<file path="src/rtl/vect_input_arbiter_pkg.sv">
// Shared types and sizing for the vectorization-unit input arbiter.
// Flits carry a header flag in the MSB above a DATA_WIDTH payload.
package vect_input_arbiter_pkg;

  localparam int DATA_WIDTH    = 16;
  localparam int PACKET_LENGTH = DATA_WIDTH + 1;
  localparam int FEATURES      = 4;
  localparam int NUM_REQ       = 4;
  localparam int REQ_ID_W      = $clog2(NUM_REQ);
  localparam int HDR_BIT       = PACKET_LENGTH - 1;

  typedef enum logic [1:0] {IDLE, BURST, WAIT_VEC} vect_arb_state_t;

  typedef logic [PACKET_LENGTH-1:0] packet_t;

endpackage

</file>
<file path="src/rtl/vect_input_arbiter_rr_arbiter.sv">
// Combinational round-robin picker: first requester at or after ptr, wrapping.
// Requests below ptr are masked in the low half so the wrapped copy only wins when nothing is above.
module rr_arbiter #(
  parameter int N = 4
) (
  input  logic [N-1:0]         req,
  input  logic [$clog2(N)-1:0] ptr,
  output logic                 gnt_vld,
  output logic [$clog2(N)-1:0] gnt_id
);

  localparam int ID_W = $clog2(N);

  logic [N-1:0]   masked;
  logic [2*N-1:0] dbl;

  always_comb begin
    masked = '0;
    for (int i = 0; i < N; i++) begin
      masked[i] = req[i] && (i >= int'(ptr));
    end
    dbl     = {req, masked};
    gnt_vld = 1'b0;
    gnt_id  = '0;
    // Descending scan so the lowest set bit of the doubled vector wins.
    for (int i = 2*N-1; i >= 0; i--) begin
      if (dbl[i]) begin
        gnt_vld = 1'b1;
        gnt_id  = ID_W'(i % N);
      end
    end
  end

endmodule

</file>
<file path="src/rtl/vect_input_arbiter.sv">
// Grants one router input stream at a time to the shared vectorization unit,
// holding the grant for a whole vector and reporting the node tag when it completes.
module vect_input_arbiter
  import vect_input_arbiter_pkg::*;
#(
  parameter int NUM_REQ  = vect_input_arbiter_pkg::NUM_REQ,
  parameter int FEATURES = vect_input_arbiter_pkg::FEATURES,
  parameter int CNT_W    = $clog2(FEATURES)
) (
  input  logic                  clk,
  input  logic                  arst,
  input  logic [NUM_REQ-1:0]    req_vld,
  input  packet_t [NUM_REQ-1:0] req_din,
  output logic [NUM_REQ-1:0]    req_reading,
  output logic                  vu_vld,
  output packet_t               vu_din,
  input  logic                  vu_reading,
  input  logic                  vu_vec_vld,
  output logic [DATA_WIDTH-1:0] vec_tag,
  output logic                  vec_tag_vld,
  output logic                  err
);

  localparam int ID_W = $clog2(NUM_REQ);
  localparam logic [CNT_W-1:0] LAST_CNT = CNT_W'(FEATURES - 1);

  vect_arb_state_t    state;
  logic [ID_W-1:0]    rr_ptr;
  logic [ID_W-1:0]    grant;
  logic [CNT_W-1:0]   cnt;
  logic [NUM_REQ-1:0] cand;
  logic               arb_vld;
  logic [ID_W-1:0]    arb_id;
  packet_t            g_din;
  logic               g_vld;
  logic               g_hdr;
  logic               accept;

  always_comb begin
    for (int i = 0; i < NUM_REQ; i++) begin
      cand[i] = req_vld[i] & req_din[i][HDR_BIT];
    end
  end

  rr_arbiter #(.N(NUM_REQ)) u_rr (
    .req     (cand),
    .ptr     (rr_ptr),
    .gnt_vld (arb_vld),
    .gnt_id  (arb_id)
  );

  assign g_vld  = req_vld[grant];
  assign g_din  = req_din[grant];
  assign g_hdr  = g_vld & g_din[HDR_BIT];
  assign accept = (state == BURST) & g_vld & ~g_hdr & vu_reading;

  // Outputs are forced low while arst is held, even with headers waiting upstream.
  always_comb begin
    req_reading = '0;
    vu_vld      = 1'b0;
    vu_din      = '0;
    vec_tag_vld = 1'b0;
    if (!arst) begin
      case (state)
        IDLE: begin
          if (arb_vld) req_reading[arb_id] = 1'b1;
        end
        BURST: begin
          vu_din = g_din;
          if (!g_hdr) begin
            vu_vld             = g_vld;
            req_reading[grant] = vu_reading;
          end
        end
        WAIT_VEC: begin
          vec_tag_vld = vu_vec_vld;
        end
        default: ;
      endcase
    end
  end

  // A stray header inside a burst is never consumed, so the block stays stalled until arst.
  always_ff @(posedge clk or posedge arst) begin
    if (arst) begin
      state   <= IDLE;
      rr_ptr  <= '0;
      grant   <= '0;
      cnt     <= '0;
      vec_tag <= '0;
      err     <= 1'b0;
    end else begin
      if (vu_vec_vld && state != WAIT_VEC) err <= 1'b1;
      case (state)
        IDLE: begin
          if (arb_vld) begin
            vec_tag <= req_din[arb_id][DATA_WIDTH-1:0];
            grant   <= arb_id;
            cnt     <= '0;
            state   <= BURST;
          end
        end
        BURST: begin
          if (g_hdr) begin
            err <= 1'b1;
          end else if (accept) begin
            if (cnt == LAST_CNT) begin
              cnt   <= '0;
              state <= WAIT_VEC;
            end else begin
              cnt <= cnt + 1'b1;
            end
          end
        end
        WAIT_VEC: begin
          if (vu_vec_vld) begin
            rr_ptr <= (grant == ID_W'(NUM_REQ - 1)) ? '0 : grant + 1'b1;
            state  <= IDLE;
          end
        end
        default: state <= IDLE;
      endcase
    end
  end

endmodule
</file>
<file path="config.mk">
export PLATFORM = sky130hd
export DESIGN_NAME = vect_input_arbiter
export DESIGN_NICKNAME = d
export VERILOG_FILES = /design/src/rtl/vect_input_arbiter_pkg.sv /design/src/rtl/vect_input_arbiter_rr_arbiter.sv /design/src/rtl/vect_input_arbiter.sv
export SDC_FILE = /design/constraint.sdc
export NUM_CORES = 1
export LEC_CHECK = 0
export ABC_AREA = 1
export CAP_MARGIN = 10
export CORE_UTILIZATION = 45
export DETAILED_ROUTE_END_ITERATION = 7
export PLACE_DENSITY = 0.92
export SYNTH_ARGS = -nofsm -noshare
export SYNTH_HDL_FRONTEND = slang
export SYNTH_HIERARCHICAL = 1
export SYNTH_SLANG_ARGS = --single-unit
export TNS_END_PERCENT = 10
</file>
<file path="constraint.sdc">
create_clock -name clk -period 6.2 [get_ports clk]
set_clock_uncertainty 0.15 [all_clocks]
set_input_delay 1.86 -clock clk [delete_from_list [all_inputs] [get_ports clk]]
set_output_delay 1.86 -clock clk [all_outputs]
set_load 0.02 [all_outputs]
</file>
==> key figures <==
Clock network
  • Clk slew on worst S/H paths: 80 ps
  • Worst-Skew Late Latency: between 200 and 300 ps
  • Clock Path Buffers: 2
  • Clk sink count: 25
  • Num CTS Buffers: 3
  • Root Driver: clkbuf_8
  • CTS tree: built
  • Cts hold-fix bufs: 0
  • Max H-tree Level: 1

Hold path
  • Hold endpoint: err
  • Hold_sp: err
  • Hold crit path type: register to register
  • WHS Path Cells: 2

Power and ir drop
  • Peak VDD IR: around 0.19 mV
  • Lkg Pwr: approximately 1.5 nW
  • Sequential Power Share: 21.7%
  • Tot Pwr: roughly 1.3 mW
  • PD cells: ~370 mW/mm2
  • Sw Share: about half
  • Clk pwr share: under 10%
  • Pint: 0.687 mW
  • Sw power: about 0.66 mW
  • Comb pwr share: 71.2%

Flow run
  • Count of maximum capacitance violations: 0

Layout
  • Final #Nets: 546
  • Design area: ~0.0036 mm2
  • Fraction of layout cells with a size suffix above 1: approximately an eighth
  • Area grow syn2layout: 50.5%
  • Antenna Cells: 0
  • FILL cells: approximately 440

Global routing
  • Number of antenna violations at the first check in global routing: 0
  • Total GRT Usage: about 28%
  • Largest net degree at the start of global routing: 40
  • First-pass GRT wire length: about 12000 um
  • Gr ovfl total: 0
  • Vias in the first global route: roughly 2700

Critical path
  • Kind of end point of the critical path: output port
  • Reg2reg path depth: 7
  • Critical path class: input pin to output port
  • Worst EP arrival: slightly below 4000 ps
  • Worst reg2reg endpoint: cnt[0]
  • Most frequent cell on the critical path: nand2_1
  • R2R Setup Slk: 3870 ps
  • CP peak stage delay: a little over 600 ps
  • Slowest library cell on the worst path: clkdlybuf4s50_1
  • Critical path startpoint category: input pin
  • Worst Path Required: between 4000 and 5000 ps
  • R2R Path Start: grant[1]
  • CP max FO: 5
  • CP cell instances: clkdlybuf4s50_1 -> nand2_1 -> inv_1 -> inv_2 -> or2_4 -> nand2_1 -> a21oi_2 -> buf_4 -> nor2_4 -> nand2_1 -> a21oi_1 -> clkdlybuf4s50_1

Run status
  • Status: complete, no violations

Routing
  • Vias after detailed routing: between 2000 and 3000
  • WL final: 8080 um
  • Antenna Violating Nets Remaining: 0
  • Wirelength per Cell: approximately 15 um
  • First-pass iteration count of the detailed router: 4
  • Drt drc: 0
  • Via density: 5.48
  • Initial drt markers: roughly 190

STA
  • Final Hold Fails: 0
  • Rel. slew slack: between 30 and 40%
  • Slew @ Worst Pin: between 900 and 1000 ps
  • Setup violators final: 0
  • Fin crit share: 96.6%
  • Post-route minimum period: ~6000 ps
  • Setup_tns: 0 ps
  • Max frequency: roughly 0.17 GHz
  • RSZ-0062 raised after global routing: no
  • Final Max Slew Viols: 0

Placed design
  • Gp weighted congestion: just over 0.9
  • IO buf count: 115
  • HPWL Detailed: 5780 um
  • Area post-placement: approximately 0.0036 mm2

Synth
  • Synthesized instance count: between 300 and 400
  • Main synth FF type: dfrtp_1
  • Syn. warnings: 6
  • Synth cell types: 30
  • Async SR Flop Fraction: 100%
  • Syn nets: approximately 440
  • Yosys reg bits: 25
  • Mean Syn Cell Area: approximately 7 um2
  • EDFF count, synth: 0
  • Post-synthesis sequential area ratio: about a quarter
  • Cell Area, Synth: approximately 0.0024 mm2

Die
  • Std-Cell Rows: 26
  • Chip height: 75.3 um
  • Chip Width: 75.3 um
  • IO Pins: between 100 and 150
  • Die area: 0.00567 mm2
  • Placeable Area: just over 0.005 mm2
  • Initial Utilization: between 40% and 50%
sequential cells by signal, indices dropped and copies added, names as in the netlist:
name and count:
state 2, vec_tag 16, grant 2, cnt 2, rr_ptr 2, err 1
layout make-up:
class	count	area (um2)	share of cell area, %
flip-flops and latches	25	626	17.2
multi-input cells	283	1560	42.7
clock buffers	3	41.3	1.13
inverters	27	101	2.78
repair buffers	125	1230	33.7
clock inverters	1	5.00	0.137
well taps	70	87.6	2.40
kinds of logic after synthesis:
kind of cell	share of synthesized area (%)
and+or+nand+nor	32.6
adders and majority gates	2.59
buffers and inverters	10.2
DFF	25.9
AOI/OAI and AO/OA	28.7
routing by layer:
metal | GRT usage, % | up-vias | routed length (um)
met5 | 0 | - | 0
met4 | 10.1 | 0 | 82
met3 | 3.31 | 10 | 464
met2 | 50.0 | 138 | 4110
met1 | 34.0 | 1366 | 3420
li1 | - | 1411 | -
synthesized netlist by cell type, types with 2 or more instances:
cell,n,area [um2]
a21oi_1,23,115
a22oi_1,16,120
a22oi_2,4,50.1
a31oi_1,4,25.0
a41oi_2,11,179
buf_2,6,30.0
buf_4,6,45.0
buf_6,5,56.3
clkbuf_1,4,15.0
dfrtp_1,25,626
ha_1,5,62.6
inv_1,18,67.6
inv_2,9,33.8
nand2_1,59,221
nand2_2,10,62.6
nand3_1,10,50.1
nand3_2,3,30.0
nand4_1,2,12.5
nor2_1,89,334
nor2_2,2,12.5
nor2_4,2,22.5
o21ai_0,34,170
or2_4,2,17.5
per-stage QoR:
step	util [%]	instances	setup slack (ps)	hold WS, ps
floorplan	-	356	816	295
global placement	69.9	530	247	310
detailed placement	69.9	530	153	321
CTS	70.8	534	148	340
global route	70.9	534	67.8	378
finish	70.9	534	213	336
worst max-delay path, delay by kind of cell:
family | cells | cell delay, ps
buf+inv | 5 | 1370
compound gates | 2 | 210
simple gates | 5 | 520
repair_timing:
action	4_1_cts	5_1_grt
setup buffers	0	0
gates resized for setup	0	1
setup endpoints to repair	0	1
hold endpoints to repair	0	0
power groups by stage:
stage	registers [mW]	logic [mW]	clock network [mW]
2_1_floorplan	0.337	0.557	0
3_3_place_gp	0.293	0.926	0
3_5_place_dp	0.292	0.953	0
4_1_cts	0.291	0.956	0.0970
5_1_grt	0.300	1.04	0.105
6_report	0.292	0.957	0.0953
worst max path at each step:
stage / end / slack [ps] / start / cells past startpoint
after floorplan: req_reading[2] / 820 / req_din[33] / 11
after global routing: req_reading[0] / 70 / req_din[16] / 13
after global placement: req_reading[1] / 250 / req_din[33] / 12
final: req_reading[1] / 210 / req_din[33] / 12
after detailed placement: req_reading[2] / 150 / req_din[33] / 12
after CTS: req_reading[2] / 150 / req_din[33] / 12
placed cells by master (no fill, tap or decap), types with 10 or more instances in the layout:
master | Yosys | routed
nand2_1 | 59 | 59
dfrtp_1 | 25 | 25
o21ai_0 | 34 | 34
buf_4 | 6 | 10
clkdlybuf4s50_1 | 0 | 115
a21oi_1 | 23 | 22
nand3_1 | 10 | 10
inv_1 | 18 | 18
a41oi_2 | 11 | 11
nand2_2 | 10 | 10
nor2_1 | 89 | 89
a22oi_1 | 16 | 16
(Power assumes the default switching activity.)
